==> config.mk <==
export PLATFORM = sky130hd
export DESIGN_NAME = ex_alu_arbiter
export DESIGN_NICKNAME = d
export VERILOG_FILES = /design/src/rtl/alu_pkg.sv /design/src/rtl/ex_alu_arbiter_alu.sv /design/src/rtl/ex_alu_arbiter.sv
export SDC_FILE = /design/constraint.sdc
export NUM_CORES = 1
export LEC_CHECK = 0
export ABC_CLOCK_PERIOD_IN_PS = 5000
export CAP_MARGIN = 10
export CORE_MARGIN = 2
export CORE_UTILIZATION = 51
export CTS_BUF_LIST = sky130_fd_sc_hd__clkbuf_8
export CTS_CLUSTER_DIAMETER = 120
export DETAILED_ROUTE_END_ITERATION = 12
export PLACE_DENSITY = 0.81
export SYNTH_ARGS = -nofsm -noshare
export SYNTH_HDL_FRONTEND = slang
export SYNTH_SLANG_ARGS = --single-unit
==> constraint.sdc <==
create_clock -name i_clk -period 5 [get_ports i_clk]
set_input_delay 1 -clock i_clk [delete_from_list [all_inputs] [get_ports i_clk]]
set_output_delay 1 -clock i_clk [all_outputs]
set_load 0.01 [all_outputs]
==> src/rtl/alu_pkg.sv <==
// Shared definitions for the EX-stage ALU and its two-port arbiter.
package alu_pkg;

   localparam int unsigned OpW = 6;

   // Supported funct encodings
   localparam logic [OpW-1:0] OpAdd = 6'b100000;
   localparam logic [OpW-1:0] OpSub = 6'b100010;
   localparam logic [OpW-1:0] OpAnd = 6'b100100;
   localparam logic [OpW-1:0] OpOr  = 6'b100101;
   localparam logic [OpW-1:0] OpXor = 6'b100110;
   localparam logic [OpW-1:0] OpSra = 6'b000011;
   localparam logic [OpW-1:0] OpSrl = 6'b000010;
   localparam logic [OpW-1:0] OpNor = 6'b100111;

   typedef enum logic [1:0] {
      StIdle = 2'd0,
      StExec = 2'd1,
      StResp = 2'd2
   } state_e;

   function automatic logic is_supported_op(input logic [OpW-1:0] code);
      return (code == OpAdd) || (code == OpSub) || (code == OpAnd) || (code == OpOr) ||
             (code == OpXor) || (code == OpSra) || (code == OpSrl) || (code == OpNor);
   endfunction

endpackage

==> src/rtl/ex_alu_arbiter_alu.sv <==
// EX-stage ALU: purely combinational, returns 0 for unimplemented op-codes.
module ex_alu_arbiter_alu
   import alu_pkg::*;
#(
   parameter int unsigned NB_OP   = 6,
   parameter int unsigned NB_DATA = 32
) (
   input  logic [NB_DATA-1:0] i_data_1,
   input  logic [NB_DATA-1:0] i_data_2,
   input  logic [NB_OP-1:0]   i_code,
   output logic [NB_DATA-1:0] o_result
);

   // Decode op-code and compute the result; shifts use the full data_2 as amount
   always_comb begin
      o_result = '0;
      case (i_code)
         OpAdd:   o_result = i_data_1 + i_data_2;
         OpSub:   o_result = i_data_1 - i_data_2;
         OpAnd:   o_result = i_data_1 & i_data_2;
         OpOr:    o_result = i_data_1 | i_data_2;
         OpXor:   o_result = i_data_1 ^ i_data_2;
         OpNor:   o_result = ~(i_data_1 | i_data_2);
         OpSrl:   o_result = i_data_1 >> i_data_2;
         OpSra:   o_result = $unsigned($signed(i_data_1) >>> i_data_2);
         default: o_result = '0;
      endcase
   end

endmodule

==> src/rtl/ex_alu_arbiter.sv <==
// Two-port round-robin front end that shares one EX-stage ALU.
module ex_alu_arbiter
   import alu_pkg::*;
#(
   parameter int unsigned NB_OP   = 6,
   parameter int unsigned NB_DATA = 32
) (
   input  logic               i_clk,
   input  logic               i_rst_n,
   input  logic               i_a_valid,
   output logic               o_a_ready,
   input  logic [NB_DATA-1:0] i_a_data_1,
   input  logic [NB_DATA-1:0] i_a_data_2,
   input  logic [NB_OP-1:0]   i_a_code,
   input  logic               i_b_valid,
   output logic               o_b_ready,
   input  logic [NB_DATA-1:0] i_b_data_1,
   input  logic [NB_DATA-1:0] i_b_data_2,
   input  logic [NB_OP-1:0]   i_b_code,
   output logic               o_rsp_valid,
   output logic               o_rsp_owner,
   output logic [NB_DATA-1:0] o_rsp_result,
   output logic               o_rsp_err,
   input  logic               i_rsp_ready
);

   state_e             state_q;
   logic               prio_q;     // 0: A wins a tie, 1: B wins a tie
   logic               owner_q;
   logic [NB_DATA-1:0] data_1_q;
   logic [NB_DATA-1:0] data_2_q;
   logic [NB_OP-1:0]   code_q;
   logic               rsp_valid_q;
   logic               rsp_owner_q;
   logic [NB_DATA-1:0] rsp_result_q;
   logic               rsp_err_q;
   logic               grant_a;
   logic               grant_b;
   logic [NB_DATA-1:0] alu_result;

   // Round-robin grant between the two valid lines
   always_comb begin
      grant_a = i_a_valid && (!i_b_valid || !prio_q);
      grant_b = i_b_valid && (!i_a_valid || prio_q);
   end

   // Ready only in IDLE; gated by reset so it reads 0 while reset is held
   assign o_a_ready = i_rst_n && (state_q == StIdle) && grant_a;
   assign o_b_ready = i_rst_n && (state_q == StIdle) && grant_b;

   assign o_rsp_valid  = rsp_valid_q;
   assign o_rsp_owner  = rsp_owner_q;
   assign o_rsp_result = rsp_result_q;
   assign o_rsp_err    = rsp_err_q;

   ex_alu_arbiter_alu #(
      .NB_OP   (NB_OP),
      .NB_DATA (NB_DATA)
   ) u_alu (
      .i_data_1 (data_1_q),
      .i_data_2 (data_2_q),
      .i_code   (code_q),
      .o_result (alu_result)
   );

   // Sequencer: accept, execute, hold response until consumed
   always_ff @(posedge i_clk or negedge i_rst_n) begin
      if (!i_rst_n) begin
         state_q      <= StIdle;
         prio_q       <= 1'b0;
         owner_q      <= 1'b0;
         data_1_q     <= '0;
         data_2_q     <= '0;
         code_q       <= '0;
         rsp_valid_q  <= 1'b0;
         rsp_owner_q  <= 1'b0;
         rsp_result_q <= '0;
         rsp_err_q    <= 1'b0;
      end else begin
         unique case (state_q)
            StIdle: begin
               if (grant_a) begin
                  data_1_q <= i_a_data_1;
                  data_2_q <= i_a_data_2;
                  code_q   <= i_a_code;
                  owner_q  <= 1'b0;
                  state_q  <= StExec;
               end else if (grant_b) begin
                  data_1_q <= i_b_data_1;
                  data_2_q <= i_b_data_2;
                  code_q   <= i_b_code;
                  owner_q  <= 1'b1;
                  state_q  <= StExec;
               end
            end
            StExec: begin
               rsp_result_q <= alu_result;
               rsp_err_q    <= !is_supported_op(code_q);
               rsp_owner_q  <= owner_q;
               rsp_valid_q  <= 1'b1;
               state_q      <= StResp;
            end
            StResp: begin
               if (i_rsp_ready) begin
                  rsp_valid_q <= 1'b0;
                  prio_q      <= !rsp_owner_q;
                  state_q     <= StIdle;
               end
            end
            default: state_q <= StIdle;
         endcase
      end
   end

endmodule

==> results of run 1 <==
==> cells by family (layout without fill, tap and decap cells) <==
kind of cell               Yosys count  after routing  synth area share (%)
buffers and inverters              179            318                  5.89
DFF                                109            109                  22.8
muxes                              159            159                  16.1
xor gates and xnor gates            88             88                  6.44
AOI/OAI and AO/OA                  435            435                  23.6
and+or+nand+nor                    395            395                  14.9
adders and majority gates           97             97                  10.2
==> power groups by stage <==
stage          sequential (W)  clock (W)  combinational (W)
5_1_grt               0.00201   0.000620            0.00796
3_5_place_dp          0.00195          0            0.00709
3_3_place_gp          0.00194          0            0.00701
4_1_cts               0.00193   0.000588            0.00712
6_report              0.00198   0.000581            0.00739
2_1_floorplan         0.00162          0            0.00505
==> layer usage <==
layer / share of wire (%) / track usage [%] / up-vias
li1: - / - / 5599
met1: 42 / 51.2 / 5781
met2: 42 / 54.1 / 824
met3: 12 / 9.50 / 141
met4: 4.4 / 14.8 / 0
met5: 0 / 0 / -
==> area by class of cell <==
type | instances | share of cell area (%)
inverters | 77 | 2.02
well taps | 319 | 2.79
multi-input cells | 1174 | 59.8
clock inverters | 6 | 0.393
clock buffers | 10 | 0.961
repair buffers | 225 | 14.9
flip-flops and latches | 109 | 19.1
==> sequential cells by signal, summed over array words and instances (netlist names) <==
register      cells
data_1_q         32
data_2_q         32
o_rsp_result     32
code_q            6
state_q           2
o_rsp_err         1
o_rsp_owner       1
o_rsp_valid       1
owner_q           1
prio_q            1
==> worst paths after layout <==
| kind | to | cells past startpoint | startpoint |
|---|---|---|---|
| max | o_rsp_result[31]$_DFFE_PN0P_ | 15 | data_2_q[10]$_DFFE_PN0P_ |
| min | o_rsp_owner$_DFFE_PN0P_ | 2 | owner_q$_DFFE_PN0P_ |
| max reg2reg | o_rsp_result[31]$_DFFE_PN0P_ | 15 | data_2_q[10]$_DFFE_PN0P_ |
| min reg2reg | o_rsp_owner$_DFFE_PN0P_ | 2 | owner_q$_DFFE_PN0P_ |
| max in group asynchronous | data_2_q[0]$_DFFE_PN0P_ | 3 | i_rst_n |
| min in group asynchronous | data_1_q[0]$_DFFE_PN0P_ | 2 | i_rst_n |
==> cells in the mapped netlist (12+ instances only) <==
library cell / number
nor2_1: 144
a221oi_1: 12
mux2i_1: 129
ha_1: 96
nor3_1: 24
mux4_2: 27
buf_1: 12
clkbuf_1: 76
inv_1: 73
nand3_1: 28
nand2_1: 126
a211oi_1: 13
a31oi_1: 18
a22oi_1: 16
and3_1: 14
o211ai_1: 18
o21ai_0: 84
dfrtp_1: 109
a21oi_1: 156
xnor2_1: 78
==> per-stage QoR <==
stage | std cells | setup WS, ns | total power (W) | area [sq um]
after detailed placement | 1904 | 0.604 | 0.00904 | 14100
after CTS | 1920 | 0.581 | 0.00965 | 14300
after global routing | 1920 | 0.192 | 0.0106 | 14300
final | 1920 | 0.510 | 0.00995 | 14300
after floorplan | 1462 | 0.482 | 0.00667 | 12000
after global placement | 1904 | 0.660 | 0.00895 | 14100
==> worst min-delay path: cells and delay by family, from the launching register on <==
family,cells,cell delay (ns)
flops,1,0.37
simple gates,2,0.10
==> out/metrics.yaml, run 1 <==
synth:
  synth.cell_area_sq_mm: 0.0120
  syn_inst: 1462
  syn_area_per_cell_sq_um: 8.19
  ys_seq_elements: 109
  yosys.area.top_type: "dfrtp_1"
  yosysWarnings: 0
  synth_edf_count: 0
  synth.area.top_cells: "dfrtp_1 (23%), mux2i_1 (11%), ha_1 (10%), a21oi_1 (6.5%), xnor2_1 (5.7%)"
  synthFlopType: "dfrtp_1"
  ys_seq_area_share_pct: 22.8
  async_flop_share_pct: 100
  ys_types: 86
  synth_top_area_share_pct: 22.8
  syn_nets: 1704
critical_path:
  crit_type: "reg -> reg"
  worst-path-buf-inv: 0
  critPathTopFamily: "compound AO/OA/AOI/OAI gates"
  critical_path_arrival_ns: 4.78
  required_ns: 5.29
  cpMaxStageDelayCell: "nor4_1"
  cp_max_fo: 6
  cp-end-kind: "flop"
  rrSetupSlack_ns: 0.51
  path_cells: "nor4_1 > nand2_1 > or2_2 > nor2_1 > nor2_1 > xnor2_1 > ha_1 > a21oi_1 > o211ai_1 > a221oi_1 > o211ai_1 > a221o_1 > a31oi_1 > xnor2_1 > o221ai_1"
  startpoint_type: "flop"
  critPathMaxStageDelay_ns: 0.64
die:
  ios: 182
  fp.dieH_um: 157
  row_count: 56
  start_util_pct: 51.5
  core-area_sq_mm: 0.0233
  die_area_sq_mm: 0.0247
  die_w_um: 157
clock_tree:
  path_clk_slew_ns: 0.13
  cts-htree-levels: 3
  cts_setup_buffers: 0
  cts_tree: "done"
  cts.path.max_buffers: 2
  cts_buffers: 9
  cts-resized-gates: 0
  clock_latency_ns: 0.43
  cts_root_buf: "clkbuf_8"
  cts.sinks: 109
  hold_buffers: 0
pwr:
  power.density_mw_per_mm2: 695
  seq_power_share_pct: 19.9
  irDropWorstVdd_uv: 319
  net-switching-power_w: 0.00565
  p_leak_nw: 6.04
  internal_power_w: 0.00430
  clkPwrFrac_pct: 5.8
  p_sw_share_pct: 56.8
  p_comb_share_pct: 74.3
run:
  cap_violations: 0
final_layout:
  finalNetCount: 1838
  final_common_cell: "clkdlybuf4s50_1"
  drive_gt1_share_pct: 7.62
  fillers: 2112
  regArea_sq_mm: 0.00273
  diodes: 0
  area_delta_synth_final_pct: 19.6
  fin_util_pct: 61.6
  multi_input_area_sq_mm: 0.00857
  final_cell_mix: "clkdlybuf4s50_1 (180), a21oi_1 (155), nor2_1 (144)"
timing:
  slew_headroom_pct: 30.4
  hold_viol: 0
  worst_hold_slack_ns: 0.497
  tns_ns: 0
  fin_crit_ns: 4.49
  fmax_mhz: 223
  fin_crit_sh_pct: 89.8
  slew_violations: 0
  rsz0062_at_grt: "false"
  worst_pin_slew_ns: 1.04
  setup_viol: 0
  clock_skew_ns: 0.0241
global_route:
  antenna_found_initial: 0
  grt_pass1_wl_mm: 68.1
  grt_overflow: 0
  grt_max_degree: 69
  grt_pass1_vias: 11600
  grt_usage_pct: 36.7
route:
  vias: 12300
  vias_per_cell: 6.43
  drtAntennaViolNets: 0
  initialDrtViolationCount: 1646
  wl_mm: 45.2
  wl_per_cell_um: 23.5
  firstDrtPassIters: 6
  drc: 0
hold_path:
  holdCritPathClass: "reg -> reg"
place:
  port_buffers: 181
  place_congestion: 1.04
  hpwl_mm: 34.6
outcome:
  outcome: "complete, no violations"
Power figures use the tool's default switching activity.
==> run 2: changes to the inputs <==
--- a/config.mk
+++ b/config.mk
@@ -5,14 +5,14 @@
 export SDC_FILE = /design/constraint.sdc
 export NUM_CORES = 1
 export LEC_CHECK = 0
-export ABC_CLOCK_PERIOD_IN_PS = 5000
+export ABC_CLOCK_PERIOD_IN_PS = 4800
 export CAP_MARGIN = 10
 export CORE_MARGIN = 2
 export CORE_UTILIZATION = 51
 export CTS_BUF_LIST = sky130_fd_sc_hd__clkbuf_8
-export CTS_CLUSTER_DIAMETER = 120
 export DETAILED_ROUTE_END_ITERATION = 12
-export PLACE_DENSITY = 0.81
+export PLACE_DENSITY = 0.8
 export SYNTH_ARGS = -nofsm -noshare
 export SYNTH_HDL_FRONTEND = slang
+export SYNTH_HIERARCHICAL = 1
 export SYNTH_SLANG_ARGS = --single-unit
==> constraint.sdc (replaced) <==
create_clock -name i_clk -period 4.8 [get_ports i_clk]
set_input_delay 0.96 -clock i_clk [delete_from_list [all_inputs] [get_ports i_clk]]
set_output_delay 0.96 -clock i_clk [all_outputs]
set_load 0.01 [all_outputs]
==> out/metrics.yaml, run 2 <==
outcome:
  outcome: "complete, no violations"
pwr:
  power.density_mw_per_mm2: 779  # +12%
  p_comb_share_pct: 76.5  # +2.2 points
  total_power_w: 0.0120  # +21%
  net-switching-power_w: 0.00643  # +14%
  seq_power_share_pct: 18.4  # -1.5 points
  p_leak_nw: 6.90  # +14%
  irDropWorstVdd_uv: 579  # +81%
  p_sw_share_pct: 53.5  # -3.2 points
  internal_power_w: 0.00558  # +30%
  clkPwrFrac_pct: 5.2  # -0.6 points
timing:
  slew_violations: 0  # unchanged
  slew_headroom_pct: 26.3  # -4.1 points
  hold_viol: 0  # unchanged
  clock_skew_ns: 0.0200  # -0.00411 ns
  fmax_mhz: 219  # -1.7%
  setup_viol: 0  # unchanged
  tns_ns: 0  # unchanged
  fin_crit_sh_pct: 95.2  # +5.4 points
  worst_pin_slew_ns: 1.10  # +0.0650 ns
  fin_crit_ns: 4.57  # +0.0785 ns
  rsz0062_at_grt: "false"
synth:
  async_flop_share_pct: 100  # unchanged
  synth.cell_area_sq_mm: 0.0130  # +8.5%
  synth_edf_count: 0  # unchanged
  ys_seq_elements: 109  # unchanged
  ys_top_cells_by_count: "nand2_1 (136), mux2_4 (134), o21ai_0 (118)"
  synth_top_area_share_pct: 21.0  # -1.8 points
  synth.area.top_cells: "dfrtp_1 (21%), mux2_4 (15%), ha_1 (9.2%), mux2i_1 (4.5%), o21ai_0 (4.5%)"
  synthFlopType: "dfrtp_1"
  synth.most_common_cell: "nand2_1"
  ys_seq_area_share_pct: 21.0  # -1.8 points
  yosys.area.top_type: "dfrtp_1"
  yosysWarnings: 6  # +6
  syn_inst: 1448  # -0.96%
  syn_nets: 1690  # -0.82%
  ys_types: 80  # -7.0%
  syn_area_per_cell_sq_um: 8.98  # +9.6%
die:
  row_count: 58  # +3.6%
  ios: 182  # unchanged
  fp.dieH_um: 164  # +4.1%
  die_w_um: 164  # +4.1%
  die_area_sq_mm: 0.0268  # +8.3%
  core-area_sq_mm: 0.0251  # +7.9%
  start_util_pct: 51.8  # +0.28 points
hold_path:
  holdCritPathClass: "in -> async"
clock_tree:
  path_clk_slew_ns: 0.13  # about the same
  hold_buffers: 0  # unchanged
  clock_latency_ns: 0.43  # about the same
  cts_root_buf: "clkbuf_8"
  cts_buffers: 9  # unchanged
  cts-resized-gates: 0  # unchanged
  cts_setup_buffers: 0  # unchanged
  cts-htree-levels: 3  # unchanged
  cts.sinks: 109  # unchanged
  cts.path.max_buffers: 2  # unchanged
  cts_tree: "done"
global_route:
  grt_overflow: 0  # unchanged
  grt_pass1_wl_mm: 71.0  # +4.3%
  grt_pass1_vias: 11900  # +3.0%
  grt_max_degree: 83  # +20%
  antenna_found_initial: 0  # unchanged
  grt_usage_pct: 35.0  # -1.7 points
route:
  met3_length_mm: 4.58  # -17%
  vias_per_cell: 6.39  # -0.54%
  met2WireLength_mm: 20.3  # +7.8%
  wl_per_cell_um: 23.9  # +1.6%
  vias: 12500  # +1.0%
  firstDrtPassIters: 5  # -1
  wl_mm: 46.6  # +3.1%
  drtAntennaViolNets: 0  # unchanged
  drc: 0  # unchanged
  highest_layer: "met4"
  initialDrtViolationCount: 1355  # -18%
  wl_met1_mm: 19.9  # +5.8%
critical_path:
  regToRegStartpoint: "code_q[5]$_DFFE_PN0P_"
  critPathTopFamily: "simple AND/OR/NAND/NOR gates"
  required_ns: 5.13  # -0.16 ns
  r2r-end: "o_rsp_result[30]$_DFFE_PN0P_"
  critical_path_arrival_ns: 4.90  # +0.12 ns
  crit_path_frequent_cell: "and3_1"
  critPathMaxStageDelay_ns: 0.49  # -0.15 ns
  startpoint_type: "flop"
  crit_type: "reg -> reg"
  rrSetupSlack_ns: 0.23  # -0.28 ns
  path_cells: "or3b_2 > nor3_2 > and2_1 > buf_4 > nor2_1 > xnor2_1 > ha_1 > and3_1 > nand2_1 > a2111o_1 > and3_1 > o31ai_1 > o41ai_1 > mux2i_1 > o221ai_1 > mux2_2"
  cp-end-kind: "flop"
  cpMaxStageDelayCell: "or3b_2"
  rr_worst_depth: 16  # +1
  critPathLaunch: "code_q[5]$_DFFE_PN0P_"
  worst-path-buf-inv: 1  # +1
  cp_max_fo: 12  # +6
place:
  port_buffers: 181  # unchanged
  hpwl_mm: 36.6  # +5.7%
  place_congestion: 0.959  # -7.8%
  postPlaceCellArea_sq_mm: 0.0152  # +7.6%
final_layout:
  fillers: 2172  # +2.8%
  final_cell_mix: "clkdlybuf4s50_1 (180), nand2_1 (136), mux2_4 (134)"
  finalNetCount: 1857  # +1.0%
  diodes: 0  # unchanged
  area_delta_synth_final_pct: 18.6
  final_common_cell: "clkdlybuf4s50_1"
  stdcell_area_sq_mm: 0.0154  # +7.7%
  drive_gt1_share_pct: 19.4  # +12 points
run:
  cap_violations: 0  # unchanged
## run 2: layout make-up
cell class	count	area (sq um)	share of cell area (%)
inverters	101	379	2.46
flip-flops and latches	109	2730	17.7
well taps	330	413	2.68
multi-input cells	1145	9360	60.7
clock inverters	7	86.3	0.560
repair buffers	249	2330	15.1
clock buffers	9	124	0.803
## run 2: worst max-delay path by stage
stage                                   end  cells after the start
3_5_place_dp   o_rsp_result[31]$_DFFE_PN0P_                     16
4_1_cts        o_rsp_result[31]$_DFFE_PN0P_                     16
6_report       o_rsp_result[30]$_DFFE_PN0P_                     16
5_1_grt        o_rsp_result[27]$_DFFE_PN0P_                     17
2_1_floorplan  o_rsp_result[23]$_DFFE_PN0P_                     17
3_3_place_gp   o_rsp_result[31]$_DFFE_PN0P_                     16
## run 2: cell families (layout without fill, tap and decap cells)
kind of cell	Yosys count	in the layout	share of synthesized area, %
AOI/OAI and AO/OA	378	378	18.3
xor gates and xnor gates	50	50	3.37
adders and majority gates	97	97	9.39
buffers and inverters	194	366	7.31
DFF	109	109	21.0
muxes	259	259	27.5
and+or+nand+nor	361	361	13.2
## run 2: power groups by stage
stage / logic (W) / clock network (W) / registers, W
2_1_floorplan: 0.00620 / 0 / 0.00188
3_3_place_gp: 0.00876 / 0 / 0.00217
3_5_place_dp: 0.00886 / 0 / 0.00220
4_1_cts: 0.00890 / 0.000640 / 0.00218
5_1_grt: 0.00985 / 0.000674 / 0.00227
6_report: 0.00918 / 0.000622 / 0.00220
## run 2: metal layers
layer,GRT usage (%),vias up
met5,0,-
met4,12.6,0
met3,6.78,108
met2,53.6,706
met1,49.1,6042
li1,-,5614
## run 2: through the flow
step	std cells	utilization, %	hold WS (ns)	setup WS (ns)
floorplan	1448	-	0.480	0.441
global placement	1934	60.5	0.473	0.202
detailed placement	1934	60.5	0.491	0.0466
CTS	1950	61.4	0.364	0.0574
global route	1950	61.4	0.365	0.00554
finish	1950	61.4	0.373	0.232
## run 2: worst register-to-register path, cell delays in order, from the launching register on
cell and delay, ns:
dfrtp_1 0.47, or3b_2 0.49, nor3_2 0.27, and2_1 0.27, buf_4 0.25, nor2_1 0.09
xnor2_1 0.13, ha_1 0.38, and3_1 0.22, nand2_1 0.07, a2111o_1 0.48, and3_1 0.23
o31ai_1 0.43, o41ai_1 0.13, mux2i_1 0.17, o221ai_1 0.12, mux2_2 0.28
